`config.mk`:
```
export PLATFORM = sky130hd
export DESIGN_NAME = pipe_stage_reg
export DESIGN_NICKNAME = d
export VERILOG_FILES = /design/src/rtl/pipe_stage_reg.sv
export SDC_FILE = /design/constraint.sdc
export NUM_CORES = 1
export LEC_CHECK = 0
export ABC_AREA = 1
export BUFFER_PORTS_ARGS = -buffer_cell sky130_fd_sc_hd__buf_2
export CORE_MARGIN = 10
export CORE_UTILIZATION = 40
export CTS_CLUSTER_DIAMETER = 150
export DETAILED_ROUTE_END_ITERATION = 7
export GPL_ROUTABILITY_DRIVEN = 0
export PLACE_DENSITY = 0.66
export SLEW_MARGIN = 0
export SYNTH_ARGS = -nofsm -noshare
export SYNTH_HDL_FRONTEND = slang
export SYNTH_SLANG_ARGS = --single-unit
```
`constraint.sdc`:
```
create_clock -name clk -period 1.77 [get_ports clk]
set_input_delay 0.2655 -clock clk [delete_from_list [all_inputs] [get_ports clk]]
set_output_delay 0.2655 -clock clk [all_outputs]
set_load 0.01 [all_outputs]
```
`src/rtl/pipe_stage_reg.sv`:
```
//-----------------------------------------------------------------------------
// pipe_stage_reg
//
// Flushable inter-stage pipeline register with a valid/ready handshake.
// It carries a DATA_W payload and a CTRL_W control vector. The control
// vector is forced to zero whenever the stage holds no valid entry, so a
// bubble can never carry live control bits (RegWrite, MemWrite, ...)
// downstream.
//
// SKID=1 : two-entry skid buffer. oReady comes straight from a register and
//          has no combinational path from iReady. Stalls therefore do not
//          create long ready chains across stages.
// SKID=0 : single entry. oReady = ~oValid | iReady (combinational).
//
// Ports
//   clk     in   rising-edge clock
//   reset   in   synchronous, active-high reset (highest priority)
//   flush   in   synchronous squash of every held entry (branch/jump kill)
//   iValid  in   upstream presents an entry
//   oReady  out  stage accepts an entry this cycle
//   iData   in   upstream payload  [DATA_W]
//   iCtrl   in   upstream control  [CTRL_W]
//   oValid  out  stage presents an entry downstream
//   iReady  in   downstream accepts this cycle
//   oData   out  head payload      [DATA_W]
//   oCtrl   out  head control      [CTRL_W], zero while oValid=0
//   oCount  out  entries held (0..2, at most 1 when SKID=0)
//-----------------------------------------------------------------------------
module pipe_stage_reg #(
  parameter int DATA_W = 32,
  parameter int CTRL_W = 16,
  parameter int SKID   = 1
) (
  input  logic              clk,
  input  logic              reset,
  input  logic              flush,
  input  logic              iValid,
  output logic              oReady,
  input  logic [DATA_W-1:0] iData,
  input  logic [CTRL_W-1:0] iCtrl,
  output logic              oValid,
  input  logic              iReady,
  output logic [DATA_W-1:0] oData,
  output logic [CTRL_W-1:0] oCtrl,
  output logic [1:0]        oCount
);

  // The state encoding equals the number of held entries, so oCount is
  // simply the state register.
  typedef enum logic [1:0] {
    EMPTY = 2'd0,
    ONE   = 2'd1,
    TWO   = 2'd2
  } state_t;

  localparam bit useSkid = (SKID != 0);

  state_t              state_r;
  state_t              stateNext_s;
  logic [DATA_W-1:0]   headData_r;
  logic [DATA_W-1:0]   headDataNext_s;
  logic [CTRL_W-1:0]   headCtrl_r;
  logic [CTRL_W-1:0]   headCtrlNext_s;
  logic [DATA_W-1:0]   skidData_r;
  logic [DATA_W-1:0]   skidDataNext_s;
  logic [CTRL_W-1:0]   skidCtrl_r;
  logic [CTRL_W-1:0]   skidCtrlNext_s;
  logic                validReg_r;
  logic                readyReg_r;
  logic                inFire_s;
  logic                outFire_s;

  // With the skid buffer the ready is a pure register; without it the
  // stage can accept whenever it is empty or the head leaves this cycle.
  assign oReady    = useSkid ? readyReg_r : (~validReg_r | iReady);
  assign inFire_s  = iValid & oReady;
  assign outFire_s = validReg_r & iReady;

  assign oValid = validReg_r;
  assign oData  = headData_r;
  assign oCtrl  = headCtrl_r;
  assign oCount = state_r;

  // Next-state and next-entry computation: flush first, then the handshake FSM.
  always_comb begin
    stateNext_s    = state_r;
    headDataNext_s = headData_r;
    headCtrlNext_s = headCtrl_r;
    skidDataNext_s = skidData_r;
    skidCtrlNext_s = skidCtrl_r;

    if (flush) begin
      // Any in_fire in this cycle is deliberately dropped together with
      // the held entries.
      stateNext_s    = EMPTY;
      headDataNext_s = {DATA_W{1'b0}};
      headCtrlNext_s = {CTRL_W{1'b0}};
      skidDataNext_s = {DATA_W{1'b0}};
      skidCtrlNext_s = {CTRL_W{1'b0}};
    end else begin
      case (state_r)
        EMPTY: begin
          if (inFire_s) begin
            stateNext_s    = ONE;
            headDataNext_s = iData;
            headCtrlNext_s = iCtrl;
          end else begin
            stateNext_s = EMPTY;
          end
        end
        ONE: begin
          // Without a skid slot an accepted entry always replaces the
          // head; oReady guarantees the head leaves in the same cycle.
          if (inFire_s && (outFire_s || !useSkid)) begin
            stateNext_s    = ONE;
            headDataNext_s = iData;
            headCtrlNext_s = iCtrl;
          end else if (inFire_s) begin
            stateNext_s    = TWO;
            skidDataNext_s = iData;
            skidCtrlNext_s = iCtrl;
          end else if (outFire_s) begin
            // Bubble: control is killed, payload is left as-is.
            stateNext_s    = EMPTY;
            headCtrlNext_s = {CTRL_W{1'b0}};
          end else begin
            stateNext_s = ONE;
          end
        end
        TWO: begin
          // oReady is low here, so only the drain side can move.
          if (outFire_s) begin
            stateNext_s    = ONE;
            headDataNext_s = skidData_r;
            headCtrlNext_s = skidCtrl_r;
            skidDataNext_s = {DATA_W{1'b0}};
            skidCtrlNext_s = {CTRL_W{1'b0}};
          end else begin
            stateNext_s = TWO;
          end
        end
        default: begin
          stateNext_s    = EMPTY;
          headDataNext_s = {DATA_W{1'b0}};
          headCtrlNext_s = {CTRL_W{1'b0}};
          skidDataNext_s = {DATA_W{1'b0}};
          skidCtrlNext_s = {CTRL_W{1'b0}};
        end
      endcase
    end
  end

  // State, entry storage and registered handshake outputs.
  always_ff @(posedge clk) begin
    if (reset) begin
      state_r    <= EMPTY;
      headData_r <= {DATA_W{1'b0}};
      headCtrl_r <= {CTRL_W{1'b0}};
      skidData_r <= {DATA_W{1'b0}};
      skidCtrl_r <= {CTRL_W{1'b0}};
      validReg_r <= 1'b0;
      readyReg_r <= 1'b1;
    end else begin
      state_r    <= stateNext_s;
      headData_r <= headDataNext_s;
      headCtrl_r <= headCtrlNext_s;
      skidData_r <= skidDataNext_s;
      skidCtrl_r <= skidCtrlNext_s;
      validReg_r <= (stateNext_s != EMPTY);
      readyReg_r <= (stateNext_s != TWO);
    end
  end

endmodule

```
==> results of run 1 <==
cells by family after synthesis:
logic type             share of synthesized area
AND/OR/NAND/NOR                           0.3648
AO/OA/AOI/OAI                             0.1091
buffers and inverters                    0.08997
flip-flops                                0.4362
worst max-delay path, cell delays in order, from the launching register on:
cell and delay, ns:
sky130_fd_sc_hd__dfxtp_2 0.54, sky130_fd_sc_hd__buf_4 0.29, sky130_fd_sc_hd__buf_2 0.17
synth_stat cells:
cell type	n
sky130_fd_sc_hd__o21ai_0	31
sky130_fd_sc_hd__nand2_4	1
sky130_fd_sc_hd__inv_1	40
sky130_fd_sc_hd__clkbuf_1	11
sky130_fd_sc_hd__nand3_1	52
sky130_fd_sc_hd__buf_6	3
sky130_fd_sc_hd__inv_6	1
sky130_fd_sc_hd__o21ai_2	1
sky130_fd_sc_hd__o21ai_4	1
sky130_fd_sc_hd__nor2_2	1
sky130_fd_sc_hd__clkbuf_2	1
sky130_fd_sc_hd__dfxtp_1	100
sky130_fd_sc_hd__nor2_8	1
sky130_fd_sc_hd__nor2_1	114
sky130_fd_sc_hd__buf_4	5
sky130_fd_sc_hd__nand3_2	1
sky130_fd_sc_hd__buf_2	25
sky130_fd_sc_hd__a21oi_1	48
sky130_fd_sc_hd__nand2_2	6
sky130_fd_sc_hd__o21ai_1	16
sky130_fd_sc_hd__nor2_4	1
sky130_fd_sc_hd__nand2_1	237
sky130_fd_sc_hd__inv_2	3
registers in the layout (all words and copies together) (netlist names):
name,cells
oReady,1
oCount,2
skidData_r,32
oCtrl,16
oValid,1
skidCtrl_r,16
oData,32
final cells by class:
cell class | count | area (um2)
multi-input cells | 511 | 2182
well taps | 143 | 178.9
inverters | 44 | 170.2
fillers | 1162 | 5801
repair buffers | 123 | 675.6
clock inverters | 5 | 57.56
flip-flops and latches | 100 | 2003
clock buffers | 11 | 252.7
per-layer routing:
layer | GRT usage | vias to the layer above | routed length (um) | share of wire
met3 | 0.04260 | 16 | 950 | 0.073
met4 | 0.05961 | 0 | 215 | 0.016
met2 | 0.2628 | 145 | 6137 | 0.47
met1 | 0.1915 | 2103 | 5738 | 0.44
li1 | - | 2359 | - | -
met5 | 0 | - | 0 | 0
worst max path at each step:
stage	slack, ns	to
after floorplan	0.48	oData[10]
after global routing	0.07	skidCtrl_r[14]
after global placement	0.28	oCtrl[11]
after detailed placement	0.22	skidData_r[9]
final	0.16	oCount[1]
after CTS	0.14	oCount[1]
power by group:
group	switching, mW	internal [mW]	total (mW)
registers	0.0358	2.32	2.35
logic	0.396	0.219	0.615
clock network	0.872	1.18	2.05
total	1.30	3.71	5.02
==> impl.org, run 1 <==
** Clock tree
- Cts-stage hold buffer count :: 0
- CTS Root Buffer Type :: sky130_fd_sc_hd__clkbuf_16
- The number of clock buffers added by TritonCTS is 9.
- Count of instances resized after the clock tree is built :: 0
- Clock latency reported for the late side of the worst-skew pair :: 0.34 ns
- Clock tree synthesis found a total of 100 sinks.
- Clock-pin slew of the registers on the worst-case setup and hold paths :: around 0.070 ns
- Once the clock tree was built, the setup fixing pass inserted 0 buffers.
- Clock tree from TritonCTS :: built
- In this run the deepest clock path goes through 2 buffers.
- The H-tree was split into 3 levels.

** Setup path
- In this run the critical register-to-register path is launched from oCount[0].
- WS Path Type :: reg -> out
- Capture instance of the worst register-to-register path :: skidData_r[9]
- Critical path endpoint category :: primary output
- Count of cells along the worst register-to-register path :: 7
- Worst setup startpoint :: oCount[1]
- For the worst setup path, the data required time is 1.50 ns.
- Of all nets on the critical path, the largest fanout is 15.
- CP Data Arrival Time :: 1.35 ns
- The setup check on the worst reg-to-reg path leaves a slack of 0.22 ns.
- The worst setup path is launched from a flip-flop.

** Timing
- Final hold viol count :: 0
- Unrepaired setup endpoints after global routing :: no
- Final critical-path share of the clock period :: 0.9107
- At the pin with the least slew margin, the transition time is 0.8569 ns.
- Fin Clk Skew :: 0.006285 ns
- Fmax :: 620.4 MHz
- Number of slew-limit violations in the final report :: 0
- Setup violations remaining at the end of the flow were counted as 0.
- Worst slew margin relative to its limit :: 0.4279
- Min Hold Slack :: 0.1810 ns
- In the post-route analysis, the smallest setup slack over all paths is 0.1581 ns.
- For the finished layout, the period the worst path requires is 1.612 ns.
- Summed negative setup slack over all endpoints :: 0 ns

** GRT
- Via count of the first global-routing pass :: 4496
- Entering global routing, the biggest net connects between 40 and 50 pins.
- Antenna violations before repair :: 0
- Total GRT Usage :: 0.1583
- For this run the aggregate overflow at the end of global routing stands at 0.
- Wire length of the first global-routing pass :: ~22000 um

** Logic synthesis
- Number of nets produced by synthesis :: between 700 and 800
- After synthesis the netlist holds a flip-flop and latch count of 100.
- After technology mapping, the gate count stands at 700.
- Sorting the synthesized cells by area gives the leading types as sky130_fd_sc_hd__dfxtp_1, sky130_fd_sc_hd__nand2_1, sky130_fd_sc_hd__nor2_1.
- Area share of the leading cell type in the synthesized netlist :: 0.4362
- Netlist area before placement :: between 4000 and 5000 um2
- The share of the Yosys chip area taken by registers is 0.4362.
- Count of distinct cell types in the synthesized netlist :: 23
- The largest total area in the synthesized netlist belongs to sky130_fd_sc_hd__dfxtp_1.
- A synthesized cell averages 6.556 um2.
- Number of synthesis warnings :: 0

** Cells and area
- The library cell used most frequently in the layout, excluding fill and tap cells, is sky130_fd_sc_hd__nand2_1.
- ANT cells :: 0
- In the layout the commonest cells are sky130_fd_sc_hd__nand2_1, sky130_fd_sc_hd__nor2_1, sky130_fd_sc_hd__buf_2.
- Layout overhead on the synthesized area :: 20.28%
- Final Core Density :: 0.4876
- Post-route design area :: 5520 um2
- Net count reported at finish :: 842
- Share of layout cells above drive strength 1 :: 0.2003
- Post-route non-filler standard cell count :: between 900 and 1000

** Power
- Total Power Consumption :: 5.018 mW
- Leakage power figure :: approximately 2.7 nW
- The worst-case IR drop observed on VDD is 390.7 uV.
- Power density over cell area :: 909.0 nW/um2

** Placement
- Count of input and output buffers :: 104
- In this run, placement finished with an instance count of between 900 and 1000.
- The placed instances occupy a cell area of 5210 um2.
- Worst setup timing slack at the placement stage :: 0.2151 ns
- Detail Placement HPWL :: 9108 um

** Drt
- After detailed routing, the average wire length per cell comes to 13.92 um.
- Once detail routing completed, the nets flagged for antenna violations numbered 0.
- The pre-antenna-repair detailed-routing pass consisted of 5 iterations.
- DRC violations left :: 0
- Vias :: 4623
- Count of routing violations after the opening detailed-route iteration :: 357
- Via density per instance :: 4.934
- Overall routed net length :: 13040 um

** Die
- For this configuration, the core starts out at a cell density of 0.4054.
- Placeable core region :: 11320 um2
- Die Footprint :: 16160 um2
- Measured along the x axis, the die boundary spans ~130 um.
- Number of rows created at floorplan :: 39
- Height of the die :: 127.1 um
- Num ports :: 105

** Min path
- Min-delay src :: iData[6]
- The worst hold path belongs to the class in -> reg.
- The worst hold path terminates at skidData_r[6].
- Number of cells traversed by the worst hold path :: 3

** Run
- Number of maximum-capacitance violations :: 0

** Status
- Run status :: finished, final reports clean
(Power assumes the default switching activity.)
==> inputs of run 2 (changes only) <==
Settings changed: GPL_TIMING_DRIVEN set to 0.
==> impl.org, run 2 (synthesis gave the netlist of run 1 again) <==
** Power
- The combinational share of power came to 0.129 (+0.006).
- Leakage power figure :: 2.745 nW (+1.2%)
- Switching pwr :: 1.334 mW (+2.3%)
- The internal cell power is 3.545 mW (-4.5%).
- The power share of the sequential group is 0.480 (+0.011).
- The maximum ir drop on the vdd rail was 499.9 uV (+28%).
- Power density over cell area :: 875.1 nW/um2 (-3.7%)
- Switching part of the total power :: 0.2734 (+0.01356)
- Share of power burned in the clock network :: 0.391 (-0.018)
- Total Power Consumption :: 4.879 mW (-2.8%)

** Setup path
- Critical path, cell by cell :: buf_6 > nor2_1 > nand3_1 > inv_1 > buf_2 > nand2_1 > a21oi_1
- Cell type group with the largest total delay on the critical path :: buffers and inverters
- Startpoint kind of the worst setup timing path :: flip-flop
- CP Data Arrival Time :: 1.75 ns (+0.40 ns)
- Capture instance of the worst register-to-register path :: skidData_r[8]
- Worst EP required :: 2.05 ns (+0.55 ns)
- CP bufs+invs :: 3 (+1)
- Critical path endpoint category :: flip-flop
- Slowest stage cell on the critical path :: sky130_fd_sc_hd__dfxtp_1
- The cell count of the worst reg-to-reg path is 7 (unchanged).
- The delay contributed by the slowest stage of the critical path came to 0.32 ns (-0.22 ns).
- Start of the worst register-to-register path :: oCount[1]
- WS Path Type :: reg -> reg
- Worst Path Max Fanout :: 10 (-5)
- The setup slack of the most critical reg-to-reg path came to 0.30 ns (+0.08 ns).

** Placement
- Total placed instance area :: 5289 um2 (+1.5%)
- Detail Placement HPWL :: 9501 um (+4.3%)
- Count of input and output buffers :: 104 (unchanged)

** Min path
- The startpoint identified for the worst hold timing path is iData[20].
- The number of instances on the worst hold path came to 3 (unchanged).
- Worst hold endpoint :: skidData_r[20]
- In this run the worst hold path is classified as in -> reg.

** Drt
- The post-detailed-routing wire length came to 12790 um (-2.0%).
- Number of iterations in the first detailed-routing pass :: 5 (unchanged)
- Vias :: 4627 (+0.087%)
- Drt wl/cell :: 13.26 um (-4.7%)
- Via density per instance :: 4.800 (-2.7%)
- The number of violations reported at the end of detailed-routing iteration 0 is 248 (-31%).
- The DRC violation count after routing is 0 (unchanged).
- The remaining antenna violation count after routing came to 0 (unchanged).

** Timing
- The count of pins over their slew limit is 0 (unchanged).
- The number of endpoints failing setup at the final stage came to 0 (unchanged).
- Worst slew margin relative to its limit :: 0.6452 (+0.2173)
- Min Hold Slack :: 0.1715 ns (-0.009548 ns)
- Fin crit period :: 1.469 ns (-0.1424 ns)
- The part of the cycle the worst path needs came to 0.8302 (-0.08047).
- Unrepaired setup endpoints after global routing :: no
- Summed negative setup slack over all endpoints :: 0 ns (unchanged)
- The final count of hold timing violations came to 0 (unchanged).
- The clock skew is 0.008600 ns (+0.002315 ns).
- The pin slew with the least headroom to its limit is 0.5322 ns (-0.3247 ns).
- Fmax :: 680.5 MHz (+9.7%)

** Clock tree
- The count of hold buffers inserted by post-cts repair came to 0 (unchanged).
- The TritonCTS buffer count is 9 (unchanged).
- Post-CTS Repair Setup Buffers :: 0 (unchanged)
- TritonCTS built the clock tree.
- Maximum clock insertion buffer count :: 2 (unchanged)
- The maximum level of the CTS H-tree is 3 (unchanged).
- The clock latency of the later-clocked register in the worst-skew pair came to 0.35 ns (about the same).
- Count of instances resized after the clock tree is built :: 0 (unchanged)
- The tree is rooted in a sky130_fd_sc_hd__clkbuf_16.
- The TritonCTS sink count is 100 (unchanged).
- Clock-pin slew of the registers on the worst-case setup and hold paths :: 0.07 ns (about the same)

** Cells and area
- The library cell used most frequently in the layout, excluding fill and tap cells, is sky130_fd_sc_hd__nand2_1.
- The post-route core utilization is 0.4925 (+0.004863).
- Compared with the post-synthesis result, the final layout area differs by 21.48%.
- The final design instance area without fill was 5575 um2 (+1.0%).
- The layout cell share with drive strength beyond 1 came to 0.2085 (+0.008285).
- The total number of nets in the final design was 868 (+3.1%).
- The library cells used most frequently in the layout, excluding fill and tap cells, are sky130_fd_sc_hd__nand2_1, sky130_fd_sc_hd__buf_2, sky130_fd_sc_hd__nor2_1.

** Die
- Die outline width :: 127.1 um (unchanged)
- The area of the die came to 16160 um2 (unchanged).
- The core area was 11320 um2 (unchanged).
- The height of the die came to 127.1 um (unchanged).
- The standard-cell row count is 39 (unchanged).
- The count of boundary I/O pins was 105 (unchanged).
- The starting utilization of the core area is 0.4054 (unchanged).

** GRT
- The total global routing track utilization is 0.1578 (-0.0005046).
- The first-pass GRT wire length is 21140 um (-1.7%).
- Via count of the first global-routing pass :: 4366 (-2.9%)
- The maximum number of pins on one net before global-route repair was 18 (-63%).
- Aggregate global routing overflow :: 0 (unchanged)
- The number of antenna violations at the first check in global routing is 2 (+2).

** Status
- Run status :: finished, final reports clean

** Run
- The max-cap violation count was 0 (unchanged).
-- run 2: cell count changes in the layout (fill, tap and decap cells not counted), moves of 3 or more --
cell | before | now
sky130_fd_sc_hd__buf_2 | 104 | 129
sky130_fd_sc_hd__clkinvlp_4 | 0 | 3
sky130_fd_sc_hd__buf_6 | 0 | 3
sky130_fd_sc_hd__buf_4 | 18 | 5
sky130_fd_sc_hd__clkbuf_1 | 0 | 11
-- run 2: per-stage QoR --
stage | instances | setup WS (ns)
final | 964 | 0.3006
after detailed placement | 947 | 0.1307
after CTS | 963 | 0.2811
after global routing | 963 | 0.09185
after global placement | 947 | 0.1215
after floorplan | 700 | 0.4759
-- run 2: layout make-up --
cell class	count	area [um2]
Clock buffer	10	239.0
Clock inverter	6	45.04
Fill cell	1241	5746
Sequential cell	100	2002
Buffer	45	242.7
Tap cell	143	178.9
Antenna cell	1	2.502
Timing Repair Buffer	104	520.5
Multi-Input combinational cell	511	2175
Inverter	44	170.2
-- run 2: worst max path at each step --
stage / start / endpoint / slack (ns) / cells after the start
floorplan: oCount[1] / oData[10] / 0.48 / 9
global placement: flush / skidData_r[22] / 0.12 / 6
detailed placement: flush / oData[17] / 0.13 / 6
CTS: oReady / skidData_r[13] / 0.28 / 7
global route: oReady / skidData_r[6] / 0.09 / 7
finish: oCount[1] / skidData_r[8] / 0.30 / 7
-- run 2: power groups by stage --
stage / Sequential (mW) / Combinational [mW] / Clock, mW
6_report: 2.34 / 0.628 / 1.91
5_1_grt: 2.35 / 0.719 / 2.05
4_1_cts: 2.34 / 0.640 / 1.95
3_5_place_dp: 2.40 / 0.637 / 0
3_3_place_gp: 2.40 / 0.635 / 0
2_1_floorplan: 2.42 / 0.368 / 0
-- run 2: metal layers --
layer	vias to the layer above	share of wire	routed length (um)	global-route usage
li1	2420	-	-	-
met1	2079	0.46	5850	0.1962
met2	114	0.45	5780	0.2506
met3	12	0.076	975	0.05376
met4	2	0.013	161	0.05157
met5	-	0.0014	18	0
-- run 2: worst register-to-register path, stage by stage (launching register included) --
cell and delay (ns):
sky130_fd_sc_hd__dfxtp_1 0.32, sky130_fd_sc_hd__buf_6 0.15, sky130_fd_sc_hd__nor2_1 0.10, sky130_fd_sc_hd__nand3_1 0.10, sky130_fd_sc_hd__inv_1 0.22, sky130_fd_sc_hd__buf_2 0.27
sky130_fd_sc_hd__nand2_1 0.08, sky130_fd_sc_hd__a21oi_1 0.15
